[src/rtl/countdown_bcd_core.sv]
// Countdown timer core: HH:MM:SS:cc BCD counter with load validation and
// an IDLE/RUN/PAUSE/DONE controller. All outputs are registered.
// Optional build macro COUNTDOWN_DONE_BLINK_EN blinks the digit enables in DONE.
module countdown_bcd_core #(
    parameter int unsigned BLINK_TICKS = 50
) (
    input  logic        CLK,
    input  logic        CLR,
    input  logic        CE,
    input  logic        LOAD,
    input  logic [23:0] LOAD_VAL,
    input  logic        START,
    input  logic        STOP,
    output logic [31:0] DIGITS,
    output logic [7:0]  DP,
    output logic [7:0]  E,
    output logic        RUNNING,
    output logic        DONE,
    output logic        LOAD_ERR
);

    typedef enum logic [1:0] {StIdle, StRun, StPause, StDone} state_e;

    // Points after H units, M units and S units.
    localparam logic [7:0] DpPattern = 8'b0101_0100;

    // A zero half-period would make the blink counter compare meaningless.
    if (BLINK_TICKS == 0) begin : g_bad_blink_ticks
        $error("BLINK_TICKS must be non-zero");
    end

    state_e      state_q, state_d;
    logic [31:0] count_d;
    logic [31:0] count_dec;
    logic        load_ok;
    logic        load_err_d;
    logic [7:0]  e_d;

    // One-centisecond BCD decrement; digit i lives at [4i+3:4i], tens of S and M wrap to 5.
    function automatic logic [31:0] bcd_dec(input logic [31:0] v);
        logic [31:0] r;
        logic        borrow;
        logic [3:0]  dig;
        logic [3:0]  lim;
        r      = v;
        borrow = 1'b1;
        for (int i = 0; i < 8; i++) begin
            dig = v[4*i +: 4];
            lim = (i == 3 || i == 5) ? 4'd5 : 4'd9;
            if (borrow) begin
                if (dig == 4'd0) begin
                    r[4*i +: 4] = lim;
                end else begin
                    r[4*i +: 4] = dig - 4'd1;
                    borrow      = 1'b0;
                end
            end
        end
        return r;
    endfunction

    assign count_dec = bcd_dec(DIGITS);

    // Load value must be BCD with minute and second tens no greater than 5.
    always_comb begin
        load_ok = (LOAD_VAL[15:12] <= 4'd5) && (LOAD_VAL[7:4] <= 4'd5);
        for (int i = 0; i < 6; i++) begin
            if (LOAD_VAL[4*i +: 4] > 4'd9) begin
                load_ok = 1'b0;
            end
        end
    end

    // Next-state, count and load-error decode; LOAD outranks STOP outranks START.
    always_comb begin
        state_d    = state_q;
        count_d    = DIGITS;
        load_err_d = 1'b0;
        case (state_q)
            StRun: begin
                if (CE) begin
                    count_d = count_dec;
                end
                // Reaching zero wins over a simultaneous STOP so a paused zero never exists.
                if (CE && count_dec == 32'd0) begin
                    state_d = StDone;
                end else if (STOP) begin
                    state_d = StPause;
                end
            end
            StIdle, StPause, StDone: begin
                if (LOAD) begin
                    if (load_ok) begin
                        count_d = {LOAD_VAL, 8'h00};
                        state_d = StIdle;
                    end else begin
                        load_err_d = 1'b1;
                    end
                end else if (START && state_q != StDone && DIGITS != 32'd0) begin
                    state_d = StRun;
                end
            end
            default: state_d = StIdle;
        endcase
    end

`ifdef COUNTDOWN_DONE_BLINK_EN
    logic [15:0] blink_cnt_q, blink_cnt_d;
    logic        blank_q, blank_d;

    // Half-period counter runs on CE only while staying in DONE; entry restarts lit.
    always_comb begin
        blink_cnt_d = blink_cnt_q;
        blank_d     = blank_q;
        if (state_d != StDone) begin
            blink_cnt_d = '0;
            blank_d     = 1'b0;
        end else if (state_q == StDone && CE) begin
            if (blink_cnt_q == 16'(BLINK_TICKS - 1)) begin
                blink_cnt_d = '0;
                blank_d     = ~blank_q;
            end else begin
                blink_cnt_d = blink_cnt_q + 16'd1;
            end
        end
        e_d = blank_d ? 8'h00 : 8'hFF;
    end

    // Blink state registers.
    always_ff @(posedge CLK or negedge CLR) begin
        if (!CLR) begin
            blink_cnt_q <= '0;
            blank_q     <= 1'b0;
        end else begin
            blink_cnt_q <= blink_cnt_d;
            blank_q     <= blank_d;
        end
    end
`else
    assign e_d = 8'hFF;
`endif

    // Controller state and registered outputs.
    always_ff @(posedge CLK or negedge CLR) begin
        if (!CLR) begin
            state_q  <= StIdle;
            DIGITS   <= '0;
            E        <= 8'hFF;
            DP       <= DpPattern;
            RUNNING  <= 1'b0;
            DONE     <= 1'b0;
            LOAD_ERR <= 1'b0;
        end else begin
            state_q  <= state_d;
            DIGITS   <= count_d;
            E        <= e_d;
            DP       <= DpPattern;
            RUNNING  <= (state_d == StRun);
            DONE     <= (state_d == StDone);
            LOAD_ERR <= load_err_d;
        end
    end

endmodule

[config.mk]
export PLATFORM = sky130hd
export DESIGN_NAME = countdown_bcd_core
export DESIGN_NICKNAME = d
export VERILOG_FILES = /design/src/rtl/countdown_bcd_core.sv
export SDC_FILE = /design/constraint.sdc
export NUM_CORES = 1
export LEC_CHECK = 0
export ABC_AREA = 0
export BUFFER_PORTS_ARGS = -buffer_cell sky130_fd_sc_hd__buf_2
export CORE_MARGIN = 4
export CORE_UTILIZATION = 51
export DETAILED_ROUTE_END_ITERATION = 6
export PLACE_DENSITY_LB_ADDON = 0.05
export REMOVE_ABC_BUFFERS = 1
export SLEW_MARGIN = 10
export SYNTH_ARGS = -nofsm -noshare
export SYNTH_HDL_FRONTEND = slang
export SYNTH_SLANG_ARGS = --single-unit
[constraint.sdc]
create_clock -name CLK -period 2.9 [get_ports CLK]
set_input_delay 0.29 -clock CLK [delete_from_list [all_inputs] [get_ports CLK]]
set_output_delay 0.29 -clock CLK [all_outputs]
set_load 0.02 [all_outputs]
==> results.md <==
CTS:
- The post-cts gate resize count is 0.
- The clock latency of the later-clocked register in the worst-skew pair is roughly 290 ps.
- Hold repair after CTS inserted 0 buffers.
- Clock tree synthesis inserted a total of 5 buffers.
- The number of H-tree levels is 2.
- The cell sitting at the root of the clock tree is a clkbuf_8.
- In this run the post-CTS setup repair buffer count came out at 0.
- Clock-pin slew was measured on the worst setup and hold paths at ~70 ps.
- The CTS tree is yes.
- Clock tree synthesis found a total of 37 sinks.
- Counting along the longest clock path gives a buffer depth of 2.

Synth:
- The number of synthesized register bits is 37.
- The mean instance size in the synthesized netlist is 8.38 µm².
- The number of distinct library cells after synthesis is 53.
- The commonest cells after synthesis are dfrtp_1 (37), nor2_1 (35), o21ai_0 (26).
- The number of warnings reported in the yosys synthesis log is 0.
- Sorting the synthesized cells by area gives the leading types as dfrtp_1 (38%), nor2_1 (5.5%), o21ai_0 (5.4%), buf_4 (5.0%), nand2_1 (3.9%).
- The share of Yosys cell area claimed by the top area cell type is 38.5%.
- In this run the cell area of the synthesized design comes to ~2400 µm².
- The most frequently used cell type in the post-synthesis netlist is dfrtp_1.
- For this run, the leading register cell type out of synthesis is dfrtp_1.
- The top cell type by total area after synthesis is dfrtp_1.
- After synthesis, the share of flip-flops with an asynchronous set or reset is 100%.
- The number of enable flip-flop cells after synthesis is 0.
- Sequential elements use 38.5% of the synthesized area.
- The cell count after synthesis came out at about 290.

Cells and area:
- The post-layout net count is 383.
- The finished layout cell area is about 2800 µm².
- 0 antenna diodes ended up in the layout.
- The fraction of final layout cells sized beyond drive strength 1 is between 20% and 30%.
- The area added between synthesis and finish is 17.2%.

Timing:
- At the pin with the least slew margin, the transition time is approximately 840 ps.
- In the final timing run, aggregate negative setup slack is 0 ps.
- For the final database, setup skew stands at 2.97 ps.
- The count of endpoints failing hold in the final timing report is 0.
- Setup repair after global routing left no endpoint under its margin.
- The number of endpoints failing setup at the final stage is 0.
- The worst-case hold slack is 104 ps.
- The final clock period utilization by the worst path is between 90% and 100%.
- Derived from the worst setup path, the maximum achievable clock frequency is about 0.38 GHz.
- The remaining max-slew budget at the tightest pin is 43.8%.
- The total count of max-transition violations in the final report is 0.
- The clock period could shrink to around 2600 ps.

Global routing:
- The first global-routing pass estimated 11,000 µm of wire.
- The all-layer global routing usage is between 20 and 25%.
- Entering global routing, the biggest net connects 38 pins.
- The via count of the first global-routing pass was between 2,000 and 2,500.
- The remaining global-route overflow is 0.
- The number of antenna violations at the first check in global routing came to 0.

Route:
- The per-cell routed wire length is roughly 17 µm.
- The first routing iteration left 171 violations.
- Wires add up to about 6700 µm.
- The number of nets with antenna violations after routing is 0.
- For this block, the via count after detailed routing is about 2,400.
- The via density per instance is ~6.
- The pre-antenna-repair detailed-routing pass consisted of 4 iterations.
- After detailed routing, the number of remaining DRC violations is 0.

Placement:
- The count of port buffers added during placement is 64.
- The area after detailed placement is approximately 2700 µm².
- At the end of routability-driven placement, the weighted congestion stood at between 0.8 and 0.9.
- After legalization and detailed placement, the total HPWL measured just under 5000 µm.

Setup path:
- The startpoint of the worst setup timing path is DIGITS[1]$_DFFE_PN0P_.
- The critical register-to-register path startpoint is DIGITS[1]$_DFFE_PN0P_.
- In this run the register-to-register setup slack is between 200 and 300 ps.
- The arrival time at the worst endpoint is between 2000 and 3000 ps.
- STA classifies the critical path startpoint as a flop.
- The critical path endpoint category is a flop.
- The peak fanout along the critical path is 9.
- The endpoint required time on the critical path is between 3000 and 4000 ps.
- The category of the critical setup timing path is reg2reg.

Die:
- The number of standard-cell rows in the floorplan is 24.
- In this run the vertical extent of the chip is roughly 77 µm.
- The chip width is around 77 µm.
- around 80 I/O pins were placed.
- The area of the core region is around 4500 µm².
- The die covers slightly below 6000 µm².
- The starting density of the core is around 54%.

Power and ir drop:
- The total power per unit cell area is roughly 940 nW/µm².
- The maximum vdd ir drop is roughly 0.00059 V.
- In this run, flip-flops and latches consume 36.8% of the power.
- The internal power summed over all cells is approximately 1400 µW.
- The leakage power is around 0.0013 µW.
- The reported net switching power is 1260 µW.
- Combinational logic burns 50.8% of the power.
- Of the total power, the share spent switching nets is 47.5%.
- The clock network accounts for 12.4% of the total power.

Run status:
- The run finished with clean final reports.

Worst hold path:
- The class of the tightest hold or removal check is in2async.

Job:
- The number of max-cap violations is 0.
[layout make-up]
class / instances / area (µm²)
clock inverter: 1 / 5.00
sequential: 37 / 926
clock buffer: 5 / 68.8
timing repair buffer: 76 / 410
tap: 52 / 65.1
inverter: 5 / 18.8
multi-input combinational: 228 / 1330
fill: 416 / 1660
[cells by family after synthesis]
kind of cell	synth area share (%)
multiplexers	2.65
AND/OR/NAND/NOR	25.5
other	0.312
XOR/XNOR	0.728
flip-flops	38.5
AO/OA/AOI/OAI	23.5
buffers and inverters	8.84
[power groups by stage]
stage	Sequential (µW)	Combinational (µW)	Clock (µW)
after CTS	967	1340	341
after floorplan	1140	652	0
after detailed placement	975	1340	0
after global routing	1020	1470	368
final	973	1340	329
after global placement	970	1330	0
[worst paths after layout]
path	end	depth (start not counted)
max	DIGITS[14]$_DFFE_PN0P_	6
min	DIGITS[13]$_DFFE_PN0P_	1
max reg2reg	DIGITS[14]$_DFFE_PN0P_	6
min reg2reg	DIGITS[30]$_DFFE_PN0P_	1
max in group asynchronous	DIGITS[1]$_DFFE_PN0P_	1
min in group CLK	DIGITS[24]$_DFFE_PN0P_	2
[sequential cells by signal, indices dropped and copies added, names as in the netlist]
name / flops
DIGITS: 32
DONE: 1
LOAD_ERR: 1
RUNNING: 1
state_q: 2
[placed cells by master, fill, tap and decap left out, types with 4 or more instances in the layout]
cell type,instances
buf_2,64
dfrtp_1,37
nor2_1,35
o21ai_0,26
nand2_1,25
conb_1,16
a21oi_1,15
buf_4,12
nor3_1,10
nor4_1,7
nand4_1,7
or4_1,5
inv_1,5
o22ai_1,5
nand3_1,5
clkbuf_8,5
nor2b_1,4
or4_4,4
o2bb2ai_1,4
[per-layer routing]
metal	part of all wire (%)	up-vias	GRT usage, %
met2	44	120	34.8
met4	1.9	0	8.33
met5	0	-	0
met1	45	1127	32.4
met3	9.1	16	5.27
li1	-	1163	-
[critical path, cell delays in order, from the launching register on]
cell	delay, ps
dfrtp_1	470
or4_4	590
or4_4	470
or3_4	370
or4_4	440
nand3_1	100
o211ai_1	90
[per-stage QoR]
step / util (%) / worst slack, ps / total power (µW) / cells
after floorplan: - / 169 / 1790 / 270
after global placement: 61.4 / 316 / 2300 / 398
after detailed placement: 61.4 / 271 / 2310 / 398
after CTS: 63.0 / 274 / 2650 / 404
after global routing: 63.0 / 115 / 2860 / 404
final: 63.0 / 260 / 2650 / 404
Power figures use the tool's default switching activity.
